File: src/rtl/lsu_align.sv
// lsu_align: aligns byte-addressed loads/stores onto a word memory port,
// splitting word-crossing accesses into two word cycles.
module lsu_align #(
  parameter int DM_ADDRESS = 9,
  parameter int DATA_W     = 32
) (
  input  logic                  clk,
  input  logic                  rst_n,
  input  logic                  req_valid,
  output logic                  req_ready,
  input  logic                  MemRead,
  input  logic                  MemWrite,
  input  logic [31:0]           req_addr,
  input  logic [2:0]            Funct3,
  input  logic [DATA_W-1:0]     req_wdata,
  output logic [DM_ADDRESS-3:0] mem_waddr,
  output logic                  mem_re,
  output logic [3:0]            mem_we,
  output logic [DATA_W-1:0]     mem_wdata,
  input  logic [DATA_W-1:0]     mem_rdata,
  output logic                  rsp_valid,
  output logic [DATA_W-1:0]     rsp_rdata,
  output logic [15:0]           split_count
);
  localparam int WW = DM_ADDRESS - 2;
  typedef enum logic [1:0] {IDLE, LO, HI, RESP} state_t;
  state_t state_q, state_d;
  logic load_q, load_d, sign_q, sign_d, split_q, split_d;
  logic [1:0] off_q, off_d;
  logic [2:0] size_q, size_d, req_size;
  logic [WW-1:0] w0_q, w0_d;
  logic [31:0] wdata_q, wdata_d, lo_buf_q, lo_buf_d;
  logic [15:0] split_count_q, split_count_d;
  logic accept, in_lo, in_hi, in_resp;
  logic [3:0] mask;
  logic [7:0] be;
  logic [31:0] smask, lword, ext;
  logic [63:0] sdata;
  logic unused_addr;
  assign unused_addr = ^req_addr[31:DM_ADDRESS];
  assign accept   = req_valid & (state_q == IDLE) & (MemRead | MemWrite);
  assign req_size = (Funct3[1:0] == 2'b00) ? 3'd1 : (Funct3[1:0] == 2'b01) ? 3'd2 : 3'd4;
  assign in_lo    = state_q == LO;
  assign in_hi    = state_q == HI;
  assign in_resp  = state_q == RESP;
  always_comb begin
    state_d       = (state_q == IDLE) ? (accept ? LO : IDLE) :
                    (state_q == LO)   ? (split_q ? HI : RESP) :
                    (state_q == HI)   ? RESP : IDLE;
    load_d        = accept ? MemRead : load_q;
    sign_d        = accept ? (Funct3[2:1] == 2'b00) : sign_q;
    off_d         = accept ? req_addr[1:0] : off_q;
    size_d        = accept ? req_size : size_q;
    split_d       = accept ? ({1'b0, req_addr[1:0]} + req_size > 3'd4) : split_q;
    w0_d          = accept ? req_addr[DM_ADDRESS-1:2] : w0_q;
    wdata_d       = accept ? req_wdata : wdata_q;
    lo_buf_d      = (in_hi & load_q) ? mem_rdata : lo_buf_q;
    split_count_d = (in_hi && split_count_q != 16'hFFFF) ? split_count_q + 16'd1 : split_count_q;
  end
  always_ff @(posedge clk or negedge rst_n) begin
    if (!rst_n) begin
      state_q       <= IDLE;
      load_q        <= 1'b0;
      sign_q        <= 1'b0;
      split_q       <= 1'b0;
      off_q         <= 2'd0;
      size_q        <= 3'd0;
      w0_q          <= '0;
      wdata_q       <= 32'd0;
      lo_buf_q      <= 32'd0;
      split_count_q <= 16'd0;
    end else begin
      state_q       <= state_d;
      load_q        <= load_d;
      sign_q        <= sign_d;
      split_q       <= split_d;
      off_q         <= off_d;
      size_q        <= size_d;
      w0_q          <= w0_d;
      wdata_q       <= wdata_d;
      lo_buf_q      <= lo_buf_d;
      split_count_q <= split_count_d;
    end
  end
  // Lane placement over a two-word window: low half goes out in LO, high half in HI.
  assign mask  = (size_q == 3'd1) ? 4'b0001 : (size_q == 3'd2) ? 4'b0011 : 4'b1111;
  assign smask = {{8{mask[3]}}, {8{mask[2]}}, {8{mask[1]}}, {8{mask[0]}}};
  assign be    = {4'b0, mask} << off_q;
  assign sdata = {32'b0, wdata_q & smask} << {off_q, 3'b000};
  assign lword = 32'({split_q ? mem_rdata : 32'b0, split_q ? lo_buf_q : mem_rdata} >> {off_q, 3'b000});
  assign ext   = (size_q == 3'd1) ? {{24{sign_q & lword[7]}}, lword[7:0]} :
                 (size_q == 3'd2) ? {{16{sign_q & lword[15]}}, lword[15:0]} : lword;
  assign req_ready   = state_q == IDLE;
  assign mem_waddr   = in_lo ? w0_q : in_hi ? w0_q + WW'(1) : '0;
  assign mem_re      = (in_lo | in_hi) & load_q;
  assign mem_we      = load_q ? 4'b0 : in_lo ? be[3:0] : in_hi ? be[7:4] : 4'b0;
  assign mem_wdata   = load_q ? '0 : in_lo ? sdata[31:0] : in_hi ? sdata[63:32] : '0;
  assign rsp_valid   = in_resp;
  assign rsp_rdata   = (in_resp & load_q) ? ext : '0;
  assign split_count = split_count_q;
endmodule

File: config.mk
export PLATFORM = sky130hd
export DESIGN_NAME = lsu_align
export DESIGN_NICKNAME = d
export VERILOG_FILES = /design/src/rtl/lsu_align.sv
export SDC_FILE = /design/constraint.sdc
export NUM_CORES = 1
export LEC_CHECK = 0
export ABC_AREA = 1
export CAP_MARGIN = 10
export CORE_ASPECT_RATIO = 1.1
export CORE_MARGIN = 2
export CORE_UTILIZATION = 30
export DETAILED_ROUTE_END_ITERATION = 10
export PLACE_DENSITY_LB_ADDON = 0.05
export SYNTH_ARGS = -nofsm -noshare
export SYNTH_HDL_FRONTEND = slang
export SYNTH_SLANG_ARGS = --single-unit
File: constraint.sdc
create_clock -name clk -period 1.65 [get_ports clk]
set_input_delay 0.165 -clock clk [delete_from_list [all_inputs] [get_ports clk]]
set_output_delay 0.165 -clock clk [all_outputs]
set_load 0.01 [all_outputs]
Yosys cells after proc, flatten, opt, wreduce, memory -nomap -nowiden --
Index checks and enable logic that the tools add are counted.
Storage, ports and cells: bits in registers 97, bits of input ports 104, output and inout port bits 94, word-level logic and storage cells 60
Operators by class: add/sub/neg operators 3, magnitude comparators 1, equal/unequal tests 7, shift operators 3, muxes and demuxes 22, bitwise gates (word level) 10, reduce and logical (&&, ||, !) cells 4
Operators with widths (count):
- 2-to-1 mux 32 bit | 8
- left shift 32 x 5 -> 64 bit | 1
- >> shifter 64 x 5 -> 32 bit | 1
- bitwise AND 32 bit | 1
- 2-to-1 mux 4 bit | 5
- adder 16 x 1 -> 16 bit, second input constant | 1
- inequality test 16 bit, second input constant | 1
- 2-to-1 mux 7 bit | 2
- left shift 4 x 2 -> 8 bit | 1
- adder 7 x 1 -> 7 bit, second input constant | 1
- bitwise AND 1 bit | 7
- logical NOT 2 bit | 3
- 2-to-1 mux 2 bit | 3
- 2-to-1 mux 3 bit | 2
- == test 2 x 1 -> 1 bit, second input constant | 2
- == test 2 bit, second input constant | 2
- adder 2 x 3 -> 3 bit | 1
- == test 3 x 1 -> 1 bit, second input constant | 1
- == test 3 x 2 -> 1 bit, second input constant | 1
- > comparator 3 bit, second input constant | 1
- 2-to-1 mux 1 bit | 2
- OR 1 bit | 2
- logical AND 1 bit | 1

Logic depth before layout (Yosys ltp) --
depth in word-level cells 8, depth in mapped cells 12, gate-level depth less buffers 11

Least setup slack after synthesis --
Ideal clock, no wire load.
path kind reg2out, start register state_q[1], end output mem_we[2], data arrival time 1.562 ns, required time 1.485 ns, slack -0.077 ns, stages on the path, launching flop included 8, buffers on the path 0, cells stage by stage dfrtp_1 inv_1 ha_1 inv_1 nor2_1 inv_1 o31ai_1 a21boi_0
Between the ends: cells in the longest elaborated chain, start to end 4, elaborated cells between the ends (all ways) 5, those cells by class eq/ne: 2; mux: 3
Ends and longest elaborated chain:
- from (decl) | RTL line 27 | state_t state_q, state_d;
- from (signal assigned) | RTL line 73 | state_q <= state_d;
- == test 2 bit | RTL line 44 | assign in_hi = state_q == HI;
- 2-to-1 mux 4 bit | RTL line 96 | assign mem_we = load_q ? 4'b0 : in_lo ? be[3:0] : in_hi ? be[7:4] : 4'b0;
- 2-to-1 mux 4 bit (*) (2 in a row) | RTL line 96
- to (decl) | RTL line 18 | output logic [3:0] mem_we,
Mark *: on every way between the ends. The rest lies on a longest branch, timed or not.

Worst setup path in the final report --
start register off_q[1], end output rsp_rdata[21]
Between the ends: cells in the longest elaborated chain, start to end 5, elaborated cells between the ends (all ways) 6, those cells by class shift: 1; mux: 3; bitwise: 2
Ends and longest elaborated chain:
- from (decl) | RTL line 29 | logic [1:0] off_q, off_d;
- from (signal assigned) | RTL line 66 | off_q <= 2'd0;
- from (signal assigned) | RTL line 77 | off_q <= off_d;
- >> shifter 64 x 5 -> 32 bit (*) | RTL line 90 | assign lword = 32'({split_q ? mem_rdata : 32'b0, split_q ? lo_buf_q : mem_rdata} >> {off_q, 3'b000});
- bitwise AND 1 bit | RTL line 92 | (size_q == 3'd2) ? {{16{sign_q & lword[15]}}, lword[15:0]} : lword;
- 2-to-1 mux 32 bit | RTL line 92
- 2-to-1 mux 32 bit (*) | RTL line 91 | assign ext = (size_q == 3'd1) ? {{24{sign_q & lword[7]}}, lword[7:0]} :
- 2-to-1 mux 32 bit (*) | RTL line 99 | assign rsp_rdata = (in_resp & load_q) ? ext : '0;
- to (decl) | RTL line 22 | output logic [DATA_W-1:0] rsp_rdata,
Marks and branches as above.

==> metrics.md <==
| Metric | Value |
|---|---|
| Status | `finished with violations` |
| Failing checks | `setup timing` |
| Fin crit share | `132%` |
| Relative slew slack | `67.5%` |
| Pwr dens | `1910 nW/um2` |
| Reg-to-reg endpoint | `lo_buf_q[0]` |
| Die height | `166 um` |
| Largest net degree at the start of global routing | `48` |
| Final setup margin | `-533 ps` |
| H-tree depth | `3` |
| Routed vias/inst | `4.90` |
| Clock Skew | `9.47 ps` |
| Share of layout cells above drive strength 1 | `around two fifths` |
| Initial antenna violation count | `0` |
| Ports | `198` |
| # fillers | `around 2300` |
| Worst reg2reg path startpoint | `state_q[1]` |
| Register area share after synthesis | `34.1%` |
| Global Route Usage Sum | `about 23%` |
| Endpoint class of the critical path | `output port` |
| Lkg Pwr | `5.93 nW` |
| Fin crit period | `2180 ps` |
| Initial core utilization | `a little under a third` |
| Core area | `23500 um2` |
| Power Total | `0.0239 W` |
| Achievable clock frequency | `0.458 GHz` |
| Req. time, crit path | `1480 ps` |
| Syn avg cell area | `6.52 um2` |
| Synth Cell Area | `7120 um2` |
| Synth-to-layout area growth | `75.9%` |
| DR DRC count | `0` |
| Routability cong. | `0.917` |
| Worst hold slack | `291 ps` |
| Final ANT Viol Nets | `0` |
| R2r worst-path depth | `6` |
| Detail Placement HPWL | `20900 um` |
| # rows | `59` |
| # placed instances | `1672` |
| DR vias | `8598` |
| Routed len/inst | `17.0 um` |
| Die area | `25000 um2` |
| Final non-filler cell total | `1753` |
| Register-to-register setup slack | `60 ps` |
| Sink Count | `97` |
| Final setup viols | `76` |
| Arrival @ worst endpoint | `2020 ps` |
| Unique masters post-synth | `34` |
| Vias in the first global route | `8011` |
| First-pass GRT wire length | `43500 um` |
| Clock buffer depth | `2` |
| Peak supply drop | `around 810 uV` |
| Maxcap violations | `0` |
| Port Buffer Count | `approximately 170` |
| Crit-path max FO | `8` |
| Final Hold Fails | `0` |
| Num CTS Buffers | `9` |
| Final Net Count | `1556` |
| Overflow after GRT | `0` |
| Mapped Nets | `1204` |
| Drt pass-1 iters | `5` |
| Syn. warnings | `0` |
| Slew @ Worst Pin | `487 ps` |
| Iteration-0 DRC count of the detailed router | `between 500 and 600` |
| HP Class | `in2async` |
| Syn Inst Count | `1092` |
| Setup crit start kind | `flip-flop` |
| Total wire length | `29800 um` |
| Final Max Tran Viols | `0` |
| Setup TNS Final | `-31850 ps` |
| Clk slew on worst S/H paths | `70 ps` |
| CTS tree | `built` |
| Setup CP Type | `reg2out` |
| Antenna Cells | `0` |
| Clock root cell | `clkbuf_16` |
| RSZ-0062 raised after global routing | `yes` |
| Die width | `around 150 um` |
| #FFs+latches synth | `97` |
| Skew-Pair Late Insertion Delay | `360 ps` |
metrics by stage:
| stage | worst slack (ps) | util (%) | instance area, um2 |
|---|---|---|---|
| 2_1_floorplan | -9.40 | - | 7120 |
| 3_3_place_gp | -639 | 44.0 | 10300 |
| 6_report | -533 | 53.3 | 12500 |
| 3_5_place_dp | -631 | 44.0 | 10300 |
| 5_1_grt | -619 | 53.3 | 12500 |
| 4_1_cts | -517 | 49.0 | 11500 |
per-layer routing:
metal,wire length (um),global-route usage (%),vias to the layer above
li1,-,-,4267
met1,13200,30.5,3993
met2,14300,37.1,295
met3,1540,2.66,43
met4,820,8.45,0
met5,0,0,-
kinds of logic (layout without fill, tap and decap cells):
group	Yosys count	count (layout)	synth area share [%]
AND/OR/NAND/NOR	554	554	32.6
AO/OA/AOI/OAI	225	225	16.9
buffers and inverters	176	532	10.5
flip-flops	97	97	34.1
XOR/XNOR	19	19	2.34
multiplexers	13	13	2.06
adder cells (fa/ha/maj)	8	8	1.51
placed cells by master, fill, tap and decap left out, types with 4 or more instances in the layout:
cell type        instances
mux2_2                  13
nor2_4                  24
nand2_1                253
nand3_4                  7
buf_8                    6
o21ai_2                 23
nor2_2                  14
buf_2                   52
dfrtp_1                 95
o211ai_1                10
buf_12                  22
nand2_4                 18
o22ai_2                  4
nand3_2                 37
o21ai_0                 74
nor2_1                  69
inv_2                   20
buf_6                   70
inv_4                    8
a21oi_2                 34
xnor2_1                  7
inv_1                   74
clkdlybuf4s50_1         94
a21oi_4                 10
nand4_1                 13
a31oi_1                  9
nand3_1                 69
o21ai_1                 29
nor3_1                   5
inv_6                    6
clkbuf_16               14
xor2_1                  12
nand2_2                 43
buf_4                  155
a21oi_1                 16
sequential cells by signal (all words and copies together), names as in the netlist:
| name | flops |
|---|---|
| split_q | 1 |
| w0_q | 7 |
| off_q | 2 |
| split_count | 16 |
| load_q | 1 |
| lo_buf_q | 32 |
| sign_q | 1 |
| state_q | 2 |
| wdata_q | 32 |
| size_q | 3 |
cells in the mapped netlist, drive strengths merged:
master | count | area (um2)
a211oi | 1 | 7.51
a21boi | 1 | 7.51
a21oi | 60 | 300
a22o | 1 | 8.76
a31oi | 10 | 62.6
buf | 42 | 246
clkbuf | 28 | 105
dfrtp | 97 | 2430
fa | 1 | 20.0
ha | 7 | 87.6
inv | 106 | 398
mux2 | 13 | 146
nand2 | 315 | 1190
nand3 | 113 | 571
nand4 | 13 | 81.3
nor2 | 107 | 439
nor3 | 6 | 35.0
o211ai | 11 | 87.6
o21a | 3 | 22.5
o21ai | 129 | 646
o22ai | 7 | 43.8
o31ai | 2 | 15.0
xnor2 | 7 | 61.3
xor2 | 12 | 105
worst max-delay path by stage:
stage                     from             to  slack (ps)  cells after the start
floorplan           state_q[1]      mem_we[2]          -9                      7
global placement      off_q[1]   rsp_rdata[5]        -640                      7
detailed placement    off_q[0]  rsp_rdata[15]        -630                     13
CTS                   off_q[0]  rsp_rdata[28]        -520                     13
global route          off_q[0]  rsp_rdata[21]        -620                     13
finish                off_q[1]  rsp_rdata[21]        -530                     12
where the power goes:
| part | total, W | internal, W | switching, W |
|---|---|---|---|
| logic | 0.0176 | 0.00797 | 0.00960 |
| clock network | 0.00209 | 0.00107 | 0.00102 |
| registers | 0.00426 | 0.00342 | 0.000836 |
| total | 0.0239 | 0.0125 | 0.0115 |
critical path, stage by stage, from the launching register on:
cell and delay [ps]:
dfrtp_2 480, buf_6 150, nor2_4 130, nand3_2 90, nand2_2 70, inv_2 40
nand2_2 60, nand2_2 70, nand2_4 110, nand2_8 80, buf_12 160, nor2_2 70
buf_2 130
area by class of cell:
class                   instances  area (um2)  area share [%]
clock inverters                 5        38.8           0.310
repair buffers                411        3910            31.2
well taps                     305         382            3.05
inverters                     106         437            3.49
flip-flops and latches         97        2430            19.4
clock buffers                  10         239            1.91
multi-input cells             819        5080            40.6
repair_timing:
| item | in CTS | in global routing |
|---|---|---|
| pin swaps | 76 | 72 |
| setup buffers | 36 | 27 |
| hold buffers | 1 | 0 |
| cloned | 5 | 6 |
| hold endpoints to repair | 26 | 0 |
| resized for setup | 570 | 222 |
| setup endpoints to repair | 78 | 109 |
(Power assumes the default switching activity.)
